--- config.mk ---
export PLATFORM = sky130hd
export DESIGN_NAME = cpu_run_ctrl
export DESIGN_NICKNAME = d
export VERILOG_FILES = /design/src/rtl/cpu_run_ctrl_pkg.sv /design/src/rtl/cpu_run_ctrl_pc_stall.sv /design/src/rtl/cpu_run_ctrl.sv
export SDC_FILE = /design/constraint.sdc
export NUM_CORES = 1
export LEC_CHECK = 0
export BUFFER_PORTS_ARGS = -buffer_cell sky130_fd_sc_hd__buf_4
export CAP_MARGIN = 30
export CORE_ASPECT_RATIO = 1.5
export CORE_MARGIN = 5
export CORE_UTILIZATION = 51
export DETAILED_ROUTE_END_ITERATION = 6
export PLACE_DENSITY = 0.75
export SKIP_LAST_GASP = 1
export SLEW_MARGIN = 20
export SYNTH_ARGS = -nofsm -noshare
export SYNTH_HDL_FRONTEND = slang
export SYNTH_SLANG_ARGS = --single-unit
--- constraint.sdc ---
create_clock -name clock -period 2.16 [get_ports clock]
set_input_delay 0.216 -clock clock [delete_from_list [all_inputs] [get_ports clock]]
set_output_delay 0.216 -clock clock [all_outputs]
set_load 0.1 [all_outputs]
--- src/rtl/cpu_run_ctrl_pkg.sv ---
// Shared types for the CPU run controller: FSM state encoding, run-status
// codes and the exit-status priority encoder.
package cpu_run_ctrl_pkg;

  localparam int unsigned STATUS_W = 2;

  typedef enum logic [1:0] {
    IDLE = 2'b00,
    HOLD = 2'b01,
    RUN  = 2'b10,
    DONE = 2'b11
  } state_e;

  localparam logic [STATUS_W-1:0] ST_NONE    = 2'b00;
  localparam logic [STATUS_W-1:0] ST_HALT    = 2'b01;
  localparam logic [STATUS_W-1:0] ST_TIMEOUT = 2'b10;
  localparam logic [STATUS_W-1:0] ST_ABORT   = 2'b11;

  // Resolve simultaneous run-exit causes: abort > halt > timeout.
  function automatic logic [STATUS_W-1:0] exit_status(input logic abort_i,
                                                      input logic halt_i,
                                                      input logic timeout_i);
    if (abort_i)        return ST_ABORT;
    else if (halt_i)    return ST_HALT;
    else if (timeout_i) return ST_TIMEOUT;
    else                return ST_NONE;
  endfunction

endpackage

--- src/rtl/cpu_run_ctrl_pc_stall.sv ---
// pc_stall_detector: flags a program halt when the CPU PC stays unchanged for
// HALT_REPEAT consecutive valid samples (a PC self-loop).
// Ports:
//   clock, reset  rising-edge clock, async active-high reset
//   clr           synchronous clear; held high whenever the CPU is not running
//   pc, pc_valid  observed program counter and its qualifier
//   halt          combinational: this cycle's sample completes the repeat run
module pc_stall_detector #(
  parameter int unsigned PC_W        = 32,
  parameter int unsigned HALT_REPEAT = 2
) (
  input  logic            clock,
  input  logic            reset,
  input  logic            clr,
  input  logic [PC_W-1:0] pc,
  input  logic            pc_valid,
  output logic            halt
);

  localparam int unsigned SAME_W = $clog2(HALT_REPEAT) + 1;
  localparam logic [SAME_W-1:0] SAME_TARGET = SAME_W'(HALT_REPEAT - 1);

  logic [PC_W-1:0]   last_pc_q,  last_pc_d;
  logic              last_vld_q, last_vld_d;
  logic [SAME_W-1:0] same_cnt_q, same_cnt_d;

  // Repeat counting; last_vld keeps the first sample after a clear from
  // matching the cleared last_pc (a CPU restarting at PC 0 is not a halt).
  always_comb begin
    last_pc_d  = last_pc_q;
    last_vld_d = last_vld_q;
    same_cnt_d = same_cnt_q;
    if (clr) begin
      last_pc_d  = '0;
      last_vld_d = 1'b0;
      same_cnt_d = '0;
    end else if (pc_valid) begin
      if (last_vld_q && (pc == last_pc_q)) begin
        if (same_cnt_q < SAME_TARGET) same_cnt_d = same_cnt_q + SAME_W'(1);
      end else begin
        same_cnt_d = '0;
        last_pc_d  = pc;
        last_vld_d = 1'b1;
      end
    end
  end

  assign halt = !clr && (same_cnt_d >= SAME_TARGET);

  always_ff @(posedge clock or posedge reset) begin
    if (reset) begin
      last_pc_q  <= '0;
      last_vld_q <= 1'b0;
      same_cnt_q <= '0;
    end else begin
      last_pc_q  <= last_pc_d;
      last_vld_q <= last_vld_d;
      same_cnt_q <= same_cnt_d;
    end
  end

endmodule

--- src/rtl/cpu_run_ctrl.sv ---
// cpu_run_ctrl: drives the MIPS CPU active-low reset through a programmable
// hold, counts run cycles and ends the run on halt, timeout or abort.
// Ports:
//   clock, reset       rising-edge clock, async active-high reset
//   start, abort       1-cycle control pulses
//   pc, pc_valid       observed CPU program counter
//   cpu_rst_n          active-low CPU reset (registered)
//   running, done      run / finished flags (registered)
//   status             exit cause, valid while done=1
//   cycle_cnt          saturating RUN-cycle count, frozen in DONE
module cpu_run_ctrl
  import cpu_run_ctrl_pkg::*;
#(
  parameter int unsigned RST_HOLD_CYCLES = 2,
  parameter int unsigned MAX_CYCLES      = 8,
  parameter int unsigned CNT_W           = 16,
  parameter int unsigned PC_W            = 32,
  parameter int unsigned HALT_REPEAT     = 2
) (
  input  logic                clock,
  input  logic                reset,
  input  logic                start,
  input  logic                abort,
  input  logic [PC_W-1:0]     pc,
  input  logic                pc_valid,
  output logic                cpu_rst_n,
  output logic                running,
  output logic                done,
  output logic [STATUS_W-1:0] status,
  output logic [CNT_W-1:0]    cycle_cnt
);

  localparam int unsigned HOLD_W = $clog2(RST_HOLD_CYCLES + 1);
  localparam logic [HOLD_W-1:0] HOLD_LAST = HOLD_W'(RST_HOLD_CYCLES - 1);

  state_e              state_q;
  logic [HOLD_W-1:0]   hold_cnt_q;
  logic                cpu_rst_n_q;
  logic                running_q;
  logic                done_q;
  logic [STATUS_W-1:0] status_q;
  logic [CNT_W-1:0]    cycle_cnt_q;

  logic [CNT_W-1:0]    cycle_cnt_d;
  logic                halt_c;
  logic                timeout_c;
  logic                stall_clr_c;

  // Stall detector only observes the PC while the CPU is out of reset.
  assign stall_clr_c = (state_q != RUN);

  pc_stall_detector #(
    .PC_W        (PC_W),
    .HALT_REPEAT (HALT_REPEAT)
  ) u_stall (
    .clock    (clock),
    .reset    (reset),
    .clr      (stall_clr_c),
    .pc       (pc),
    .pc_valid (pc_valid),
    .halt     (halt_c)
  );

  // Saturating increment; timeout compares the post-increment count.
  assign cycle_cnt_d = (cycle_cnt_q == {CNT_W{1'b1}}) ? cycle_cnt_q
                                                      : cycle_cnt_q + CNT_W'(1);
  assign timeout_c   = (MAX_CYCLES != 0) && (64'(cycle_cnt_d) == 64'(MAX_CYCLES));

  // Run sequencer with registered outputs.
  always_ff @(posedge clock or posedge reset) begin
    if (reset) begin
      state_q     <= IDLE;
      hold_cnt_q  <= '0;
      cpu_rst_n_q <= 1'b0;
      running_q   <= 1'b0;
      done_q      <= 1'b0;
      status_q    <= ST_NONE;
      cycle_cnt_q <= '0;
    end else begin
      case (state_q)
        IDLE: begin
          if (start) begin
            state_q     <= HOLD;
            hold_cnt_q  <= '0;
            cycle_cnt_q <= '0;
          end
        end
        HOLD: begin
          if (abort) begin
            state_q     <= DONE;
            done_q      <= 1'b1;
            status_q    <= ST_ABORT;
            cycle_cnt_q <= '0;
          end else if (hold_cnt_q == HOLD_LAST) begin
            state_q     <= RUN;
            cpu_rst_n_q <= 1'b1;
            running_q   <= 1'b1;
            cycle_cnt_q <= '0;
          end else begin
            hold_cnt_q <= hold_cnt_q + HOLD_W'(1);
          end
        end
        RUN: begin
          cycle_cnt_q <= cycle_cnt_d;
          if (abort || halt_c || timeout_c) begin
            state_q     <= DONE;
            cpu_rst_n_q <= 1'b0;
            running_q   <= 1'b0;
            done_q      <= 1'b1;
            status_q    <= exit_status(abort, halt_c, timeout_c);
          end
        end
        DONE: begin
          // start outranks a coincident abort; abort alone is ignored here.
          if (start) begin
            state_q     <= HOLD;
            hold_cnt_q  <= '0;
            done_q      <= 1'b0;
            status_q    <= ST_NONE;
            cycle_cnt_q <= '0;
          end
        end
        default: state_q <= IDLE;
      endcase
    end
  end

  assign cpu_rst_n = cpu_rst_n_q;
  assign running   = running_q;
  assign done      = done_q;
  assign status    = status_q;
  assign cycle_cnt = cycle_cnt_q;

endmodule
==> flow_summary.toml <==
[clock_tree]
path_clk_slew_ns = 0.06
numCtsBuffers = 9
htreeDepth = 3
cts_tree = "yes"
clock_latency_ns = 0.35
cts_root_buf = "clkbuf_8"
cts_buffer_depth = 2
clkSinkCount = 59

[setup_path]
worstPathArrival_ns = 2.63
worstSetupStartpointType = "register"
end_kind = "register"
crit_required_ns = 2.39
worst-path-max-fanout = 13
critPathKind = "register to register"

[drt]
drtPass1Iterations = 4
drc = 0
vias_per_cell = 5.71
final_antenna_net_count = 0
vias = 3202
drt-initial-drc-count = 112
wire_per_inst_um = 16.2
drt-total-wl_mm = 9.08

[timing]
max_clock_freq_mhz = 415
tightestPinTransition_ns = 0.492
holdWs_ns = 0.125
setup_viol = 32
slew_headroom = 0.672
rsz0062_at_grt = "true"
post-route-min-period_ns = 2.41
hold_viol_final = 0
drv_slew = 0
finalClockSkew_ns = 0.00923
fin_ws_ns = -0.248
min_period_over_period = 1.11

[power]
seqPwrFrac = 0.317
switching_share = 0.384
power_mw = 4.27
p_int_mw = 2.63
p_leak_nw = 2.18
comb_power_share = 0.392
vdd.ir_drop.worst_v = 0.000688
clkPwrFrac = 0.291
cellPowerDensity_nw_per_um2 = 909
p_sw_mw = 1.64

[die]
fp.dieH_um = 113
start_util = 0.522
die-area_um2 = 8830
fp.coreArea_um2 = 6850
die_w_um = 78.4
row_count = 37
top_level_ports = 58

[placement]
globalplace.congestion = 0.884
portBuffers = 57
hpwl_mm = 6.79

[synthesis]
ys_ff_latch = 59
yosys_warnings = 0
synth_edf_count = 0
syn_nets = 430
syn_area_um2 = 3580
async_flop_share = 1.00
syn_area_per_cell_um2 = 9.30
synth.distinct_cells = 53
synth-main-ff-cell = "dfrtp_1"
synth_cells = 385
synth.yosys.seq_area_share = 0.412

[finish]
area_growth_pct = 31.1
antenna_cells = 0
nNetsFinal = 523
drive_gt1_frac = 0.313
fillCellCount = 557

[global_routing]
track_usage = 0.220
use_met1 = 0.231
busiest_layer = "met2"
use_met3 = 0.0642
antenna_found_initial = 0
overflow = 0
grt_pass1_vias = 3299
grt_max_degree = 39
grt_first_pass_wirelength_mm = 15.2
use_met2 = 0.406

[worst_hold_path]
hold_path_class = "primary input to register"

[run_status]
status = "complete, but fails checks"
violations = "negative setup slack"

[job]
drv_cap = 0
## area by class of cell
| type | count | area (um^2) | area share |
|---|---|---|---|
| flip-flops and latches | 59 | 1500 | 0.319 |
| clock buffers | 11 | 141 | 0.0301 |
| well taps | 78 | 97.6 | 0.0208 |
| inverters | 16 | 60.1 | 0.0128 |
| repair buffers | 101 | 786 | 0.167 |
| multi-input cells | 291 | 2010 | 0.429 |
| clock inverters | 5 | 100 | 0.0213 |
## Yosys cell counts, drive strengths merged, types with 2 or more instances
| cell | n | area (um^2) |
|---|---|---|
| and2 | 4 | 25.0 |
| nor4 | 9 | 62.6 |
| o2bb2ai | 3 | 26.3 |
| and3 | 2 | 12.5 |
| a22o | 2 | 17.5 |
| or3 | 3 | 18.8 |
| mux2 | 2 | 26.3 |
| o31ai | 10 | 75.1 |
| dfrtp | 59 | 1480 |
| a21oi | 13 | 65.1 |
| xor2 | 20 | 175 |
| buf | 10 | 56.3 |
| nand2b | 2 | 12.5 |
| nand3 | 14 | 70.1 |
| ha | 8 | 100 |
| or3b | 2 | 17.5 |
| nor2 | 50 | 188 |
| inv | 16 | 60.1 |
| mux2i | 38 | 380 |
| or4 | 4 | 30.0 |
| or2 | 5 | 31.3 |
| o21bai | 2 | 26.3 |
| clkbuf | 9 | 33.8 |
| o21ai | 18 | 93.8 |
| nand4 | 8 | 50.1 |
| nand2 | 24 | 90.1 |
| nor2b | 3 | 18.8 |
| nor3 | 9 | 45.0 |
| xnor2 | 16 | 140 |
| a31oi | 6 | 37.5 |
## sequential cells by signal (all words and copies together) (netlist names)
| name | cells |
|---|---|
| u_stall.same_cnt_q | 2 |
| state_q | 2 |
| done | 1 |
| cycle_cnt | 16 |
| hold_cnt_q | 2 |
| status | 2 |
| u_stall.last_pc_q | 32 |
| u_stall.last_vld_q | 1 |
| running | 1 |
## placed cells by master (no fill, tap or decap), drive strengths merged, types with 3 or more instances in the layout
| master | netlist | final |
|---|---|---|
| ha | 8 | 8 |
| nor4 | 9 | 9 |
| nand3 | 14 | 14 |
| xor2 | 20 | 20 |
| nand4 | 8 | 8 |
| or2 | 5 | 5 |
| xnor2 | 16 | 16 |
| a31oi | 6 | 6 |
| nor2b | 3 | 3 |
| nor2 | 50 | 50 |
| o31ai | 10 | 10 |
| or4 | 4 | 4 |
| nand2 | 24 | 24 |
| and2 | 4 | 4 |
| nor3 | 9 | 9 |
| or3 | 3 | 3 |
| bufinv | 0 | 3 |
| clkbuf | 9 | 11 |
| a21oi | 13 | 13 |
| mux2i | 38 | 38 |
| dfrtp | 59 | 59 |
| o21ai | 18 | 18 |
| inv | 16 | 16 |
| buf | 10 | 100 |
| o2bb2ai | 3 | 3 |
## worst paths after layout
| kind | start | endpoint | slack [ns] | cells after the start |
|---|---|---|---|---|
| worst max-delay path | u_stall.last_pc_q[21]$_DFFE_PP0P_ | u_stall.last_pc_q[9]$_DFFE_PP0P_ | -0.25 | 8 |
| worst min-delay path | pc[2] | u_stall.last_pc_q[2]$_DFFE_PP0P_ | 0.13 | 3 |
| worst max register to register | u_stall.last_pc_q[21]$_DFFE_PP0P_ | u_stall.last_pc_q[9]$_DFFE_PP0P_ | -0.25 | 8 |
| worst min register to register | hold_cnt_q[1]$_DFFE_PP0P_ | hold_cnt_q[1]$_DFFE_PP0P_ | 0.51 | 2 |
| max in group asynchronous | reset | cycle_cnt[0]$_DFFE_PP0P_ | 1.12 | 4 |
| min in group asynchronous | reset | status[0]$_DFFE_PP0P_ | 0.44 | 3 |
## per-layer routing
metal / share of wire / routed length, um
met2: 0.55 / 5010
met5: 0 / 0
met4: 0.022 / 201
met1: 0.38 / 3460
met3: 0.045 / 406
## critical path, cell delays in order (launching register included)
cell and delay [ns]:
dfrtp_1 0.39, xor2_1 0.16, or4_4 0.54, or3_1 0.34, o31a_4 0.32, buf_4 0.15
buf_12 0.15, mux2i_1 0.17, nor2_1 0.06
## logic make-up (layout without fill, tap and decap cells)
logic type | count (synthesis) | in the layout | share of synthesized area
AO/OA/AOI/OAI | 65 | 65 | 0.121
adder cells (fa/ha/maj) | 8 | 8 | 0.0280
flip-flops | 59 | 59 | 0.412
AND/OR/NAND/NOR | 142 | 142 | 0.195
XOR/XNOR | 36 | 36 | 0.0881
buffers and inverters | 35 | 133 | 0.0419
multiplexers | 40 | 40 | 0.114
## per-stage QoR
step | area (um^2) | setup TNS [ns] | setup slack, ns | utilization | cells
2_1_floorplan | 3630 | -2.92 | -0.503 | - | 385
3_3_place_gp | 4370 | -7.03 | -0.306 | 0.638 | 542
3_5_place_dp | 4370 | -8.13 | -0.335 | 0.638 | 542
4_1_cts | 4670 | -6.43 | -0.267 | 0.682 | 561
5_1_grt | 4690 | -8.57 | -0.312 | 0.685 | 561
6_report | 4690 | -6.25 | -0.248 | 0.685 | 561
## power by group through the flow
stage               Clock, mW  Combinational [mW]  Sequential, mW
floorplan                   0               0.864            1.69
global placement            0                1.59            1.36
detailed placement          0                1.62            1.37
CTS                      1.27                1.68            1.36
global route             1.32                1.80            1.37
finish                   1.24                1.67            1.35
## what timing repair did
action,CTS,global route
endpoints found under the hold margin,21,0
hold buffers,1,0
buffers inserted,2,0
resized for setup,8,4
endpoints found under the setup margin,34,34
pin swaps,8,1
No activity file was read; power rests on OpenSTA's default activity.
